### src/rtl/seg7_scan_ctrl.sv
// -----------------------------------------------------------------------------
// seg7_scan_ctrl
//
// Drives a 4-digit multiplexed 7-segment display from a 14-bit binary value.
// A sequential shift-add-3 engine converts the clamped value (max 9999) to BCD
// in 14 cycles. The finished result is copied into the display registers in a
// single edge, so a digit never shows a half-converted value. The scanner
// rotates the shared segment bus across the four anodes at SCAN_DIV clocks per
// digit and never stalls.
//
// Parameters:
//   SCAN_DIV    clocks per digit slot (2 .. 2^20)
//   ACTIVE_LOW  1: o_an/o_seg low-true (common anode), 0: high-true
//
// Ports:
//   i_clk    system clock
//   i_rst    synchronous reset, active-high, overrides everything
//   i_value  binary value to display (values above 9999 are clamped)
//   i_load   single-cycle strobe: sample i_value and start a conversion
//   o_busy   conversion in progress or pending
//   o_digit  index of the digit currently driven (0 = ones)
//   o_an     digit enables, one-hot at the logical level
//   o_seg    segments {g,f,e,d,c,b,a}
//
// Optional build macro:
//   SEG7_BLANK_LZ_EN  when defined, leading zeros in digit positions 1..3 are
//                     blanked; digit 0 is always shown.
// -----------------------------------------------------------------------------
module seg7_scan_ctrl #(
    parameter int unsigned SCAN_DIV   = 50000,
    parameter bit          ACTIVE_LOW = 1'b1
) (
    input  logic        i_clk,
    input  logic        i_rst,
    input  logic [13:0] i_value,
    input  logic        i_load,
    output logic        o_busy,
    output logic [1:0]  o_digit,
    output logic [3:0]  o_an,
    output logic [6:0]  o_seg
);

    localparam int unsigned PW = $clog2(SCAN_DIV);
    localparam logic [PW-1:0] PRESC_TC = PW'(SCAN_DIV - 1);

    localparam logic [1:0] ST_IDLE  = 2'd0;
    localparam logic [1:0] ST_CONV  = 2'd1;
    localparam logic [1:0] ST_LATCH = 2'd2;

    // ---------------------------------------------------------------- helpers
    function automatic logic [13:0] clamp_val(input logic [13:0] v);
        if (v > 14'd9999) begin
            clamp_val = 14'd9999;
        end else begin
            clamp_val = v;
        end
    endfunction

    function automatic logic [3:0] add3(input logic [3:0] n);
        if (n >= 4'd5) begin
            add3 = n + 4'd3;
        end else begin
            add3 = n;
        end
    endfunction

    // Active-high gfedcba pattern for one BCD digit.
    function automatic logic [6:0] glyph(input logic [3:0] n);
        case (n)
            4'd0:    glyph = 7'h3F;
            4'd1:    glyph = 7'h06;
            4'd2:    glyph = 7'h5B;
            4'd3:    glyph = 7'h4F;
            4'd4:    glyph = 7'h66;
            4'd5:    glyph = 7'h6D;
            4'd6:    glyph = 7'h7D;
            4'd7:    glyph = 7'h07;
            4'd8:    glyph = 7'h7F;
            4'd9:    glyph = 7'h6F;
            default: glyph = 7'h00;
        endcase
    endfunction

    function automatic logic [6:0] seg_pol(input logic [6:0] p);
        if (ACTIVE_LOW) begin
            seg_pol = ~p;
        end else begin
            seg_pol = p;
        end
    endfunction

    function automatic logic [3:0] an_pol(input logic [1:0] d);
        logic [3:0] oh;
        case (d)
            2'd0:    oh = 4'b0001;
            2'd1:    oh = 4'b0010;
            2'd2:    oh = 4'b0100;
            2'd3:    oh = 4'b1000;
            default: oh = 4'b0001;
        endcase
        if (ACTIVE_LOW) begin
            an_pol = ~oh;
        end else begin
            an_pol = oh;
        end
    endfunction

`ifdef SEG7_BLANK_LZ_EN
    // Position k is blank when it and every higher digit are zero.
    function automatic logic blank_lz(input logic [15:0] d, input logic [1:0] k);
        case (k)
            2'd1:    blank_lz = (d[15:4]  == 12'd0);
            2'd2:    blank_lz = (d[15:8]  == 8'd0);
            2'd3:    blank_lz = (d[15:12] == 4'd0);
            default: blank_lz = 1'b0;
        endcase
    endfunction
`endif

    // ---------------------------------------------------------------- state
    logic [1:0]    state_q,    state_d;
    logic          busy_q;
    logic          pend_q,     pend_d;
    logic [13:0]   pend_val_q, pend_val_d;
    logic [13:0]   bin_q,      bin_d;
    logic [15:0]   bcd_q,      bcd_d;
    logic [3:0]    cnt_q,      cnt_d;
    logic [15:0]   disp_q,     disp_d;
    logic [PW-1:0] presc_q,    presc_d;
    logic [1:0]    digit_q,    digit_d;
    logic [3:0]    an_q,       an_d;
    logic [6:0]    seg_q,      seg_d;

    logic [11:0]   adj_lo_s;
    logic [3:0]    nib_s;
    logic [6:0]    seg_pat_s;

    // Conversion FSM: capture, 14 shift-add-3 steps, atomic latch.
    always_comb begin
        state_d    = state_q;
        pend_d     = pend_q;
        pend_val_d = pend_val_q;
        bin_d      = bin_q;
        bcd_d      = bcd_q;
        cnt_d      = cnt_q;
        disp_d     = disp_q;
        // The thousands nibble can never reach 5 before the last shift (the
        // input is clamped to 9999), so only the lower three need adjusting
        // and nothing is lost off the top.
        adj_lo_s   = {add3(bcd_q[11:8]), add3(bcd_q[7:4]), add3(bcd_q[3:0])};

        case (state_q)
            ST_IDLE: begin
                if (i_load) begin
                    bin_d   = clamp_val(i_value);
                    bcd_d   = 16'd0;
                    cnt_d   = 4'd0;
                    state_d = ST_CONV;
                end else begin
                    state_d = ST_IDLE;
                end
            end
            ST_CONV: begin
                if (i_load) begin
                    pend_d     = 1'b1;
                    pend_val_d = clamp_val(i_value);
                end else begin
                    pend_d     = pend_q;
                end
                bcd_d = {bcd_q[14:12], adj_lo_s, bin_q[13]};
                bin_d = {bin_q[12:0], 1'b0};
                if (cnt_q == 4'd13) begin
                    state_d = ST_LATCH;
                end else begin
                    cnt_d   = cnt_q + 4'd1;
                end
            end
            ST_LATCH: begin
                disp_d = bcd_q;
                if (pend_q) begin
                    // Start the pending value; a load arriving now queues behind it.
                    bin_d      = pend_val_q;
                    bcd_d      = 16'd0;
                    cnt_d      = 4'd0;
                    state_d    = ST_CONV;
                    pend_d     = i_load;
                    pend_val_d = i_load ? clamp_val(i_value) : pend_val_q;
                end else if (i_load) begin
                    // A load in this cycle is pending and is consumed immediately.
                    bin_d   = clamp_val(i_value);
                    bcd_d   = 16'd0;
                    cnt_d   = 4'd0;
                    state_d = ST_CONV;
                end else begin
                    state_d = ST_IDLE;
                end
            end
            default: begin
                state_d = ST_IDLE;
                pend_d  = 1'b0;
            end
        endcase
    end

    // Scanner: prescaler, digit index and the registered anode/segment values
    // for the digit that will be current after this edge.
    always_comb begin
        if (presc_q == PRESC_TC) begin
            presc_d = '0;
            digit_d = digit_q + 2'd1;
        end else begin
            presc_d = presc_q + {{(PW-1){1'b0}}, 1'b1};
            digit_d = digit_q;
        end

        case (digit_d)
            2'd0:    nib_s = disp_q[3:0];
            2'd1:    nib_s = disp_q[7:4];
            2'd2:    nib_s = disp_q[11:8];
            2'd3:    nib_s = disp_q[15:12];
            default: nib_s = 4'd0;
        endcase

`ifdef SEG7_BLANK_LZ_EN
        if (blank_lz(disp_q, digit_d)) begin
            seg_pat_s = 7'h00;
        end else begin
            seg_pat_s = glyph(nib_s);
        end
`else
        seg_pat_s = glyph(nib_s);
`endif

        an_d  = an_pol(digit_d);
        seg_d = seg_pol(seg_pat_s);
    end

    // All state registers with synchronous reset.
    always_ff @(posedge i_clk) begin
        if (i_rst) begin
            state_q    <= ST_IDLE;
            busy_q     <= 1'b0;
            pend_q     <= 1'b0;
            pend_val_q <= 14'd0;
            bin_q      <= 14'd0;
            bcd_q      <= 16'd0;
            cnt_q      <= 4'd0;
            disp_q     <= 16'd0;
            presc_q    <= '0;
            digit_q    <= 2'd0;
            an_q       <= an_pol(2'd0);
            seg_q      <= seg_pol(glyph(4'd0));
        end else begin
            state_q    <= state_d;
            // Lags the state by one edge so it rises the edge after capture.
            busy_q     <= (state_q != ST_IDLE);
            pend_q     <= pend_d;
            pend_val_q <= pend_val_d;
            bin_q      <= bin_d;
            bcd_q      <= bcd_d;
            cnt_q      <= cnt_d;
            disp_q     <= disp_d;
            presc_q    <= presc_d;
            digit_q    <= digit_d;
            an_q       <= an_d;
            seg_q      <= seg_d;
        end
    end

    assign o_busy  = busy_q;
    assign o_digit = digit_q;
    assign o_an    = an_q;
    assign o_seg   = seg_q;

endmodule

### config.mk
export PLATFORM = sky130hd
export DESIGN_NAME = seg7_scan_ctrl
export DESIGN_NICKNAME = d
export VERILOG_FILES = /design/src/rtl/seg7_scan_ctrl.sv
export SDC_FILE = /design/constraint.sdc
export NUM_CORES = 1
export LEC_CHECK = 0
export ABC_AREA = 1
export BUFFER_PORTS_ARGS = -buffer_cell sky130_fd_sc_hd__buf_2
export CAP_MARGIN = 30
export CORE_UTILIZATION = 25
export CTS_CLUSTER_SIZE = 12
export DETAILED_ROUTE_END_ITERATION = 8
export PLACE_DENSITY = 0.44
export SLEW_MARGIN = 25
export SYNTH_ARGS = -nofsm -noshare
export SYNTH_HDL_FRONTEND = slang
export SYNTH_SLANG_ARGS = --single-unit
### constraint.sdc
create_clock -name i_clk -period 4.3 [get_ports i_clk]
set_input_delay 0.645 -clock i_clk [delete_from_list [all_inputs] [get_ports i_clk]]
set_output_delay 0.645 -clock i_clk [all_outputs]
set_load 0.03 [all_outputs]
==> results of run 1 <==
routing by layer:
| metal | up-vias | share of wire | routed length (µm) |
|---|---|---|---|
| met5 | - | 0 | 0 |
| met4 | 0 | 0.012 | 145 |
| met3 | 10 | 0.039 | 469 |
| met2 | 73 | 0.46 | 5430 |
| met1 | 1930 | 0.49 | 5890 |
| li1 | 2198 | - | - |
power breakdown:
part | switching [mW] | leakage (nW) | internal, mW | total [mW]
clock | 0.382 | 0.149 | 0.459 | 0.840
combinational | 0.0966 | 1.24 | 0.0429 | 0.140
sequential | 0.0147 | 0.786 | 0.920 | 0.935
cells by family (layout without fill, tap and decap cells):
kind of cell	count (synthesis)	after routing	share of synthesized area
buf+inv	107	136	0.0891
compound gates	154	154	0.195
fa+ha+maj	19	19	0.0501
simple gates	265	265	0.248
xor+xnor	5	5	0.00922
flops	97	97	0.409
per-stage QoR:
stage                util  instance area, µm²  power, mW  std cells
finish              0.292                5440       1.92        910
floorplan               -                4750       1.05        647
detailed placement  0.276                5140       1.10        894
global placement    0.276                5140       1.10        894
CTS                 0.292                5440       1.95        910
global route        0.292                5440       2.00        910
final cells by class:
cell class	instances	share of cell area
Timing Repair Buffer	36	0.0359
Clock inverter	7	0.0145
Sequential cell	97	0.357
Multi-Input combinational cell	443	0.438
Tap cell	234	0.0538
Clock buffer	9	0.0414
Inverter	84	0.0598
worst paths after layout:
check / start / end / slack, ns / cells past startpoint
worst min-delay path: presc_q[0] / presc_q[0] / 0.45 / 1
worst max register to register: state_q[0] / bin_q[13] / 1.75 / 6
worst max-delay path: state_q[0] / bin_q[13] / 1.75 / 6
worst min register to register: presc_q[0] / presc_q[0] / 0.45 / 1
layout by cell type, fill, tap and decap left out, types with 5 or more instances in the layout:
| cell | Yosys | final |
|---|---|---|
| nor2_1 | 77 | 77 |
| inv_1 | 75 | 75 |
| a221oi_1 | 7 | 7 |
| nand4_1 | 5 | 5 |
| dfxtp_1 | 97 | 97 |
| a31oi_1 | 9 | 9 |
| ha_1 | 19 | 19 |
| nand2_2 | 9 | 9 |
| nor3_1 | 6 | 6 |
| buf_4 | 0 | 6 |
| buf_2 | 3 | 30 |
| o21ai_0 | 37 | 37 |
| a21oi_2 | 5 | 5 |
| o31ai_1 | 5 | 5 |
| nand2_1 | 108 | 108 |
| a22oi_1 | 5 | 5 |
| a21oi_1 | 58 | 58 |
| clkbuf_16 | 0 | 9 |
| or2_2 | 8 | 8 |
| nand3_1 | 38 | 38 |
| o211ai_1 | 11 | 11 |
sequential cells by signal (all words and copies together), names as in the netlist, 2 cells and up:
register and count:
bcd_q 16, bin_q 14, cnt_q 4, disp_q 16
o_an 4, o_digit 2, o_seg 7, pend_val_q 14
presc_q 16, state_q 2
==> reports/results.tsv, run 1 <==
metric	value	unit
critical path buffer and inverter count	2	
CP arrival	2.84	ns
post-synth top area cell	dfxtp_1	
Detailed Place HPWL	8.50	mm
Max Slew Vio Count	0	
mean cell area of the mapped netlist	7.34	µm²
asr flop ratio synth	0	
top cell type's share of synthesized area	0.409	
Final GP Congestion	0.797	
drt initial violations	233	
Tot GR Track Use	0.130	
Final setup viols	0	
input/output buffers	30	
Final WS setup	1.75	ns
net count after synthesis	683	
Ys Warns	0	
vias in the first global route	4058	
P&R area growth vs syn	14.6	%
Setup TNS	0	ns
CP Class	register to register	
hold buffers post-CTS	0	
CTS Buffer Depth	2	
post-synthesis sequential area ratio	0.409	
core outline area	18600	µm²
met3 Track Usage GR	0.0341	
M1 GR Usage	0.167	
Final Hold Viols	0	
EDFF count, synth	0	
Post-Syn Instances	647	
layout cells sized above 1	0.132	
clock-pin slew on the worst setup and hold paths	0.07	ns
synthesized flop and latch total	97	
share of the clock period used by the worst path after layout	0.592	
wire length of the first global-routing pass	20.1	mm
die area	19500	µm²
initial antenna violation count	0	
Clock Latency Late Sink	0.35	ns
average wire per standard cell	13.1	µm
Final Routed Wirelength	11.9	mm
grt met2 use	0.211	
crit end category	register	
DP Worst Slack	1.74	ns
CTS tree	built	
die span in y	140	µm
Worst EP required	4.59	ns
ant diodes	0	
total gr overflow	0	
critical path's slowest cell	ha_1	
fin crit period	2.55	ns
actual slew at the worst max-slew pin	0.818	ns
status	completed	
largest net degree at the start of global routing	49	
slowest cell delay on critical path	0.67	ns
Netlist cell types	44	
Leak	2.17	nW
# rows	50	
CP Launch Type	register	
mean number of vias per cell	4.63	
CTS Sinks	97	
Max Clock Freq	0.393	GHz
first drt pass iteration count	4	
count leader, synth	nand2_1	
Routed Antenna Nets	0	
min-delay worst type	register to register	
fill count	2037	
Clock Skew	0.00956	ns
RSZ-0062 raised after global routing	false	
hold_ws	0.453	ns
Num CTS Buffers	9	
commonest cells in the netlist	nand2_1, dfxtp_1, nor2_1	
area of the mapped netlist	4750	µm²
CTS H-Tree Depth	3	
Reg area	1940	µm²
CTS resizes	0	
Worst slew margin	0.455	
Post-CTS Setup Inserts	0	
worst vdd ir	205	µV
critical-path cell list	ha_1 -> clkinv_1 -> nand2_1 -> a21oi_1 -> or2_2 -> inv_1	
layout net count	707	
Die X	140	µm
Pwr per Cell Area	352	nW/µm²
starting density of the core	0.255	
Clk Tree Root Cell	clkbuf_16	
crit path max fanout	20	
area of the multi-input gates	2380	µm²
Crit path max-delay family	simple AND/OR/NAND/NOR gates	
routed vias	4211	
Area contributors post-synth	dfxtp_1, nand2_1, a21oi_1	
Max Cap Viol	0	
ys flop type	dfxtp_1	
# DRC	0	
most used routing layer in global routing	met2	
Ports	31	
Power figures use the tool's default switching activity.
==> inputs of run 2 (changes only) <==
clock period = 2.4 ns   (was 4.3 ns; I/O delays follow)
==> run 2 against run 1 <==
Final area increased by 4.1%. Non-clock buffer count increased by 21. Routed wire length increased by 6.7%. Largest cell class unchanged. Register-to-register slack got worse by 1.6 ns. Critical endpoint is now o_seg[3]. Critical path depth increased by 10.
==> reports/results.tsv, run 2 (synthesized netlist as in run 1, its figures left out) <==
metric	value	unit
crit end category	register	
hold path start	i_value[0]	
Num CTS Buffers	9	
hold_ws	0.236	ns
Die X	140	µm
layout net count	730	
commonest non-fill, non-tap cell in the layout	nand2_1	
actual slew at the worst max-slew pin	0.583	ns
Tot GR Track Use	0.134	
commonest cells after routing, fill and taps aside	nand2_1, dfxtp_1, nor2_1, inv_1, a21oi_1	
area of the multi-input gates	2460	µm²
status	completed	
wire length of the first global-routing pass	20.7	mm
die span in y	140	µm
worst r2r path cells	16	
worst vdd ir	346	µV
critical-path cell list	ha_2 -> nand3_4 -> nor2_4 -> nand2_4 -> nand2_4 -> nand2_4 -> inv_8 -> nand2_2 -> or2_0 -> nand2_2 -> inv_2 -> ha_1 -> inv_1 -> nand3_2 -> nand3_2 -> a21oi_2	
layout cells sized above 1	0.170	
starting density of the core	0.255	
CTS tree	built	
Final Hold Viols	0	
largest net degree at the start of global routing	48	
core outline area	18600	µm²
clock-pin slew on the worst setup and hold paths	0.07	ns
Worst slew margin	0.610	
first drt pass iteration count	4	
Routed Antenna Nets	0	
Pwr per Cell Area	605	nW/µm²
CP arrival	2.44	ns
Setup TNS	0	ns
ant diodes	0	
Detailed Place HPWL	9.11	mm
crit path max fanout	5	
die area	19500	µm²
FF-to-FF End	o_seg[3]	
input/output buffers	30	
Leak	2.29	nW
vias in the first global route	4162	
Clock Skew	0.00831	ns
slowest cell delay on critical path	0.33	ns
Max Cap Viol	0	
Ports	31	
# DRC	0	
CP Launch Type	register	
Final Total Pwr	3.43	mW
# rows	50	
hold endpoint	pend_val_q[0]	
Clk Tree Root Cell	clkbuf_16	
reg-to-reg setup timing slack	0.18	ns
fill count	2052	
Critical R2R Launch	presc_q[0]	
Worst path most repeated cell	nand2_4	
min-delay worst type	primary input to register	
Worst EP required	2.62	ns
P&R area growth vs syn	19.3	%
mean number of vias per cell	4.69	
average wire per standard cell	13.7	µm
worst hold stages	3	
Max Slew Vio Count	0	
Final Routed Wirelength	12.7	mm
Final setup viols	0	
CTS Sinks	97	
Clock Latency Late Sink	0.35	ns
CTS H-Tree Depth	3	
total gr overflow	0	
Top Registers	bcd_q: 16 flops, disp_q: 16 flops, presc_q: 16 flops	
drt initial violations	239	
Reg area	1950	µm²
hold buffers post-CTS	0	
Max Clock Freq	0.450	GHz
initial antenna violation count	0	
CP Class	register to register	
fin crit period	2.22	ns
critical path's slowest cell	dfxtp_2	
routed vias	4368	
CTS Buffer Depth	2	
Final GP Congestion	0.771	
share of the clock period used by the worst path after layout	0.925	
==> run 2: changes by cell type in the layout (fill, tap and decap cells not counted), moves of 2 or more <==
cell / delta
inv_6: +2
nand2_4: +4
clkinv_2: -2
nand3_2: +4
nand2_2: -2
buf_4: +21
inv_8: -2
dfxtp_2: +3
nand3_1: -5
dfxtp_1: -3
==> run 2: worst max-delay path by stage <==
stage               end  cells past startpoint  startpoint  slack [ns]
6_report       o_seg[3]                     16  presc_q[0]        0.18
5_1_grt        o_seg[3]                     16  presc_q[0]       -0.02
4_1_cts        o_seg[3]                     15  presc_q[0]        0.01
3_5_place_dp   o_seg[3]                     16  presc_q[0]       -0.01
3_3_place_gp   o_seg[3]                     16  presc_q[0]        0.07
2_1_floorplan  o_seg[3]                     17  presc_q[0]        0.11
==> run 2: critical path: cells and delay by family, from the launching register on <==
family          cells  cell delay [ns]
simple gates       10             1.03
fa+ha+maj           2             0.48
buf+inv             3             0.19
compound gates      1             0.05
flops               1             0.33
==> run 2: cell type report <==
type	count	share of cell area
flip-flops and latches	97	0.343
multi-input cells	445	0.434
inverters	84	0.0574
clock buffers	10	0.0404
clock inverters	5	0.0113
repair buffers	57	0.0623
well taps	234	0.0517
==> run 2: routing by layer <==
metal  up-vias  track usage  routed length, µm
met4         0       0.0457                157
li1       2242            -                  -
met2        37        0.226               6130
met5         -            0                  0
met3        13       0.0258                236
met1      2076        0.169               6210
==> run 2: power breakdown <==
part           internal [mW]  leakage (nW)  switching (mW)
Sequential              1.65         0.787          0.0263
Clock                  0.813         0.140           0.663
Combinational         0.0953          1.37           0.181
==> run 2: repair_timing <==
action / 4_1_cts / 5_1_grt
setup endpoints to repair: 1 / 6
gates cloned: 0 / 2
setup buffers: 0 / 0
resized for setup: 1 / 15
pin swaps: 0 / 3
==> run 2: metrics by stage <==
stage	util	cells	cell area, µm²	worst slack, ns
6_report	0.304	932	5670	0.179
5_1_grt	0.304	932	5670	-0.0158
4_1_cts	0.300	930	5590	0.0115
3_5_place_dp	0.284	915	5300	-0.0120
3_3_place_gp	0.284	915	5300	0.0688
2_1_floorplan	-	647	4750	0.112
==> inputs of run 3 (changes only) <==
BUFFER_PORTS_ARGS = -buffer_cell sky130_fd_sc_hd__clkbuf_2   (was -buffer_cell sky130_fd_sc_hd__buf_2)
==> run 3 against run 2 <==
Non-clock buffer count up 3. Register-to-register slack is essentially flat. Global-route usage shrank 0.11 points. Clock power about the same. Core utilization grew 0.11 points. Cell count grew 0.21%. Clock-buffer cell count stayed put. Setup slack got worse by 0.012 ns. Die area unchanged. Highest routed layer unchanged. Total power rose by 0.35%.
==> reports/results.tsv, run 3 (synthesized netlist as in run 1, its figures left out) <==
metric	value	unit
ant diodes	0	
crit end category	register	
Internal	2.57	mW
min-delay worst type	primary input to register	
first drt pass iteration count	4	
sequential power share	0.487	
Clk Tree Root Cell	clkbuf_16	
worst r2r path cells	15	
core outline area	18600	µm²
worst hold stages	3	
vias in the first global route	4112	
commonest cells after routing, fill and taps aside	nand2_1, dfxtp_1, nor2_1, inv_1, a21oi_1	
Crit path max-delay family	simple AND/OR/NAND/NOR gates	
Clock Skew	0.00830	ns
DP Worst Slack	-0.00554	ns
Leak	2.30	nW
slowest cell delay on critical path	0.34	ns
Die X	140	µm
Final GP Congestion	0.773	
CP Class	register to register	
actual slew at the worst max-slew pin	0.582	ns
Routed Antenna Nets	0	
layout cells sized above 1	0.170	
# rows	50	
worst vdd ir	334	µV
crit path max fanout	7	
Num CTS Buffers	9	
CP arrival	2.46	ns
NetSw	872	µW
Max Slew Vio Count	0	
fin crit period	2.23	ns
die span in y	140	µm
Final Total Pwr	3.44	mW
Pwr per Cell Area	605	nW/µm²
Worst path most repeated cell	nand3_1	
Final WS setup	0.167	ns
die area	19500	µm²
Worst slew margin	0.612	
P&R area growth vs syn	19.8	%
Comb pwr share	0.080	
Sw Ratio	0.253	
CTS Sinks	97	
critical path buffer and inverter count	3	
Tot GR Track Use	0.132	
Detailed Place HPWL	9.07	mm
Final Routed Wirelength	12.4	mm
largest net degree at the start of global routing	48	
Clock Latency Late Sink	0.35	ns
CTS H-Tree Depth	3	
Final setup viols	0	
status	completed	
starting density of the core	0.255	
commonest non-fill, non-tap cell in the layout	nand2_1	
Ports	31	
cell count along the critical path	15	
critical-path cell list	ha_2 -> nand3_2 -> nor2_4 -> nand2_4 -> nand2_2 -> nand2_4 -> inv_4 -> nand3_1 -> nand4_1 -> inv_1 -> ha_1 -> inv_1 -> nand3_1 -> nand3_1 -> a21oi_2	
routed vias	4322	
Worst EP required	2.62	ns
total gr overflow	0	
share of the clock period used by the worst path after layout	0.930	
initial antenna violation count	0	
clock share of power	0.433	
Max Cap Viol	0	
# DRC	0	
mean number of vias per cell	4.63	
input/output buffers	30	
Max Clock Freq	0.448	GHz
drt initial violations	219	
average wire per standard cell	13.3	µm
CTS tree	built	
wire length of the first global-routing pass	20.3	mm
Top Registers	bcd_q: 16 flops, disp_q: 16 flops, presc_q: 16 flops	
Final Hold Viols	0	
CP Launch Type	register	
layout net count	731	
critical path's slowest cell	dfxtp_2	
clock-pin slew on the worst setup and hold paths	0.07	ns
CTS Buffer Depth	2	
RSZ-0062 raised after global routing	false	
## run 3: cell count changes in the layout (fill, tap and decap cells not counted), moves of 2 or more
cell and delta:
nand3_1 +2, buf_4 +2, clkbuf_2 +30, buf_2 -30
nand2_4 -2
## run 3: worst paths after layout
kind	start	to	slack [ns]
hold reg to reg	presc_q[0]	presc_q[0]	0.42
setup / recovery	presc_q[0]	o_seg[3]	0.17
setup reg to reg	presc_q[0]	o_seg[3]	0.17
hold / removal	i_value[0]	pend_val_q[0]	0.24
## run 3: cell type report
class,instances,area [µm²]
multi-input cells,443,2430
flip-flops and latches,97,1940
clock inverters,6,73.8
well taps,234,293
clock buffers,10,229
fillers,2001,13000
repair buffers,60,388
inverters,84,325
## run 3: stage by stage
stage | area [µm²] | setup TNS [ns] | instances | hold WS (ns) | util
global placement | 5320 | 0 | 916 | 0.432 | 0.285
global route | 5690 | 0 | 934 | 0.245 | 0.305
CTS | 5620 | 0 | 932 | 0.222 | 0.302
finish | 5690 | 0 | 934 | 0.235 | 0.305
floorplan | 4750 | 0 | 647 | 0.418 | -
detailed placement | 5320 | -0.00554 | 916 | 0.442 | 0.285
## run 3: power groups by stage
stage / combinational [mW] / clock (mW) / sequential, mW
after floorplan: 0.168 / 0 / 1.71
after global placement: 0.273 / 0 / 1.71
after detailed placement: 0.276 / 0 / 1.71
after CTS: 0.277 / 1.54 / 1.67
after global routing: 0.313 / 1.61 / 1.68
final: 0.274 / 1.49 / 1.68
## run 3: metal layers
| metal | wire, µm | GRT usage |
|---|---|---|
| met5 | 0 | 0 |
| met4 | 226 | 0.0509 |
| met3 | 372 | 0.0286 |
| met2 | 5780 | 0.221 |
| met1 | 6010 | 0.166 |
## run 3: worst reg2reg max path, stage by stage (launching register included)
cell and delay [ns]:
dfxtp_2 0.34, ha_2 0.20, nand3_2 0.10, nor2_4 0.16, nand2_4 0.09, nand2_2 0.11, nand2_4 0.10, inv_4 0.10
nand3_1 0.07, nand4_1 0.12, inv_1 0.09, ha_1 0.29, inv_1 0.07, nand3_1 0.12, nand3_1 0.11, a21oi_2 0.05
## run 3: what timing repair did
| item | in CTS | in global routing |
|---|---|---|
| hold buffers | 0 | 0 |
| endpoints found under the setup margin | 1 | 5 |
| setup buffers | 0 | 2 |
| pin swaps | 0 | 3 |
| gates resized for setup | 1 | 12 |
| endpoints found under the hold margin | 0 | 0 |
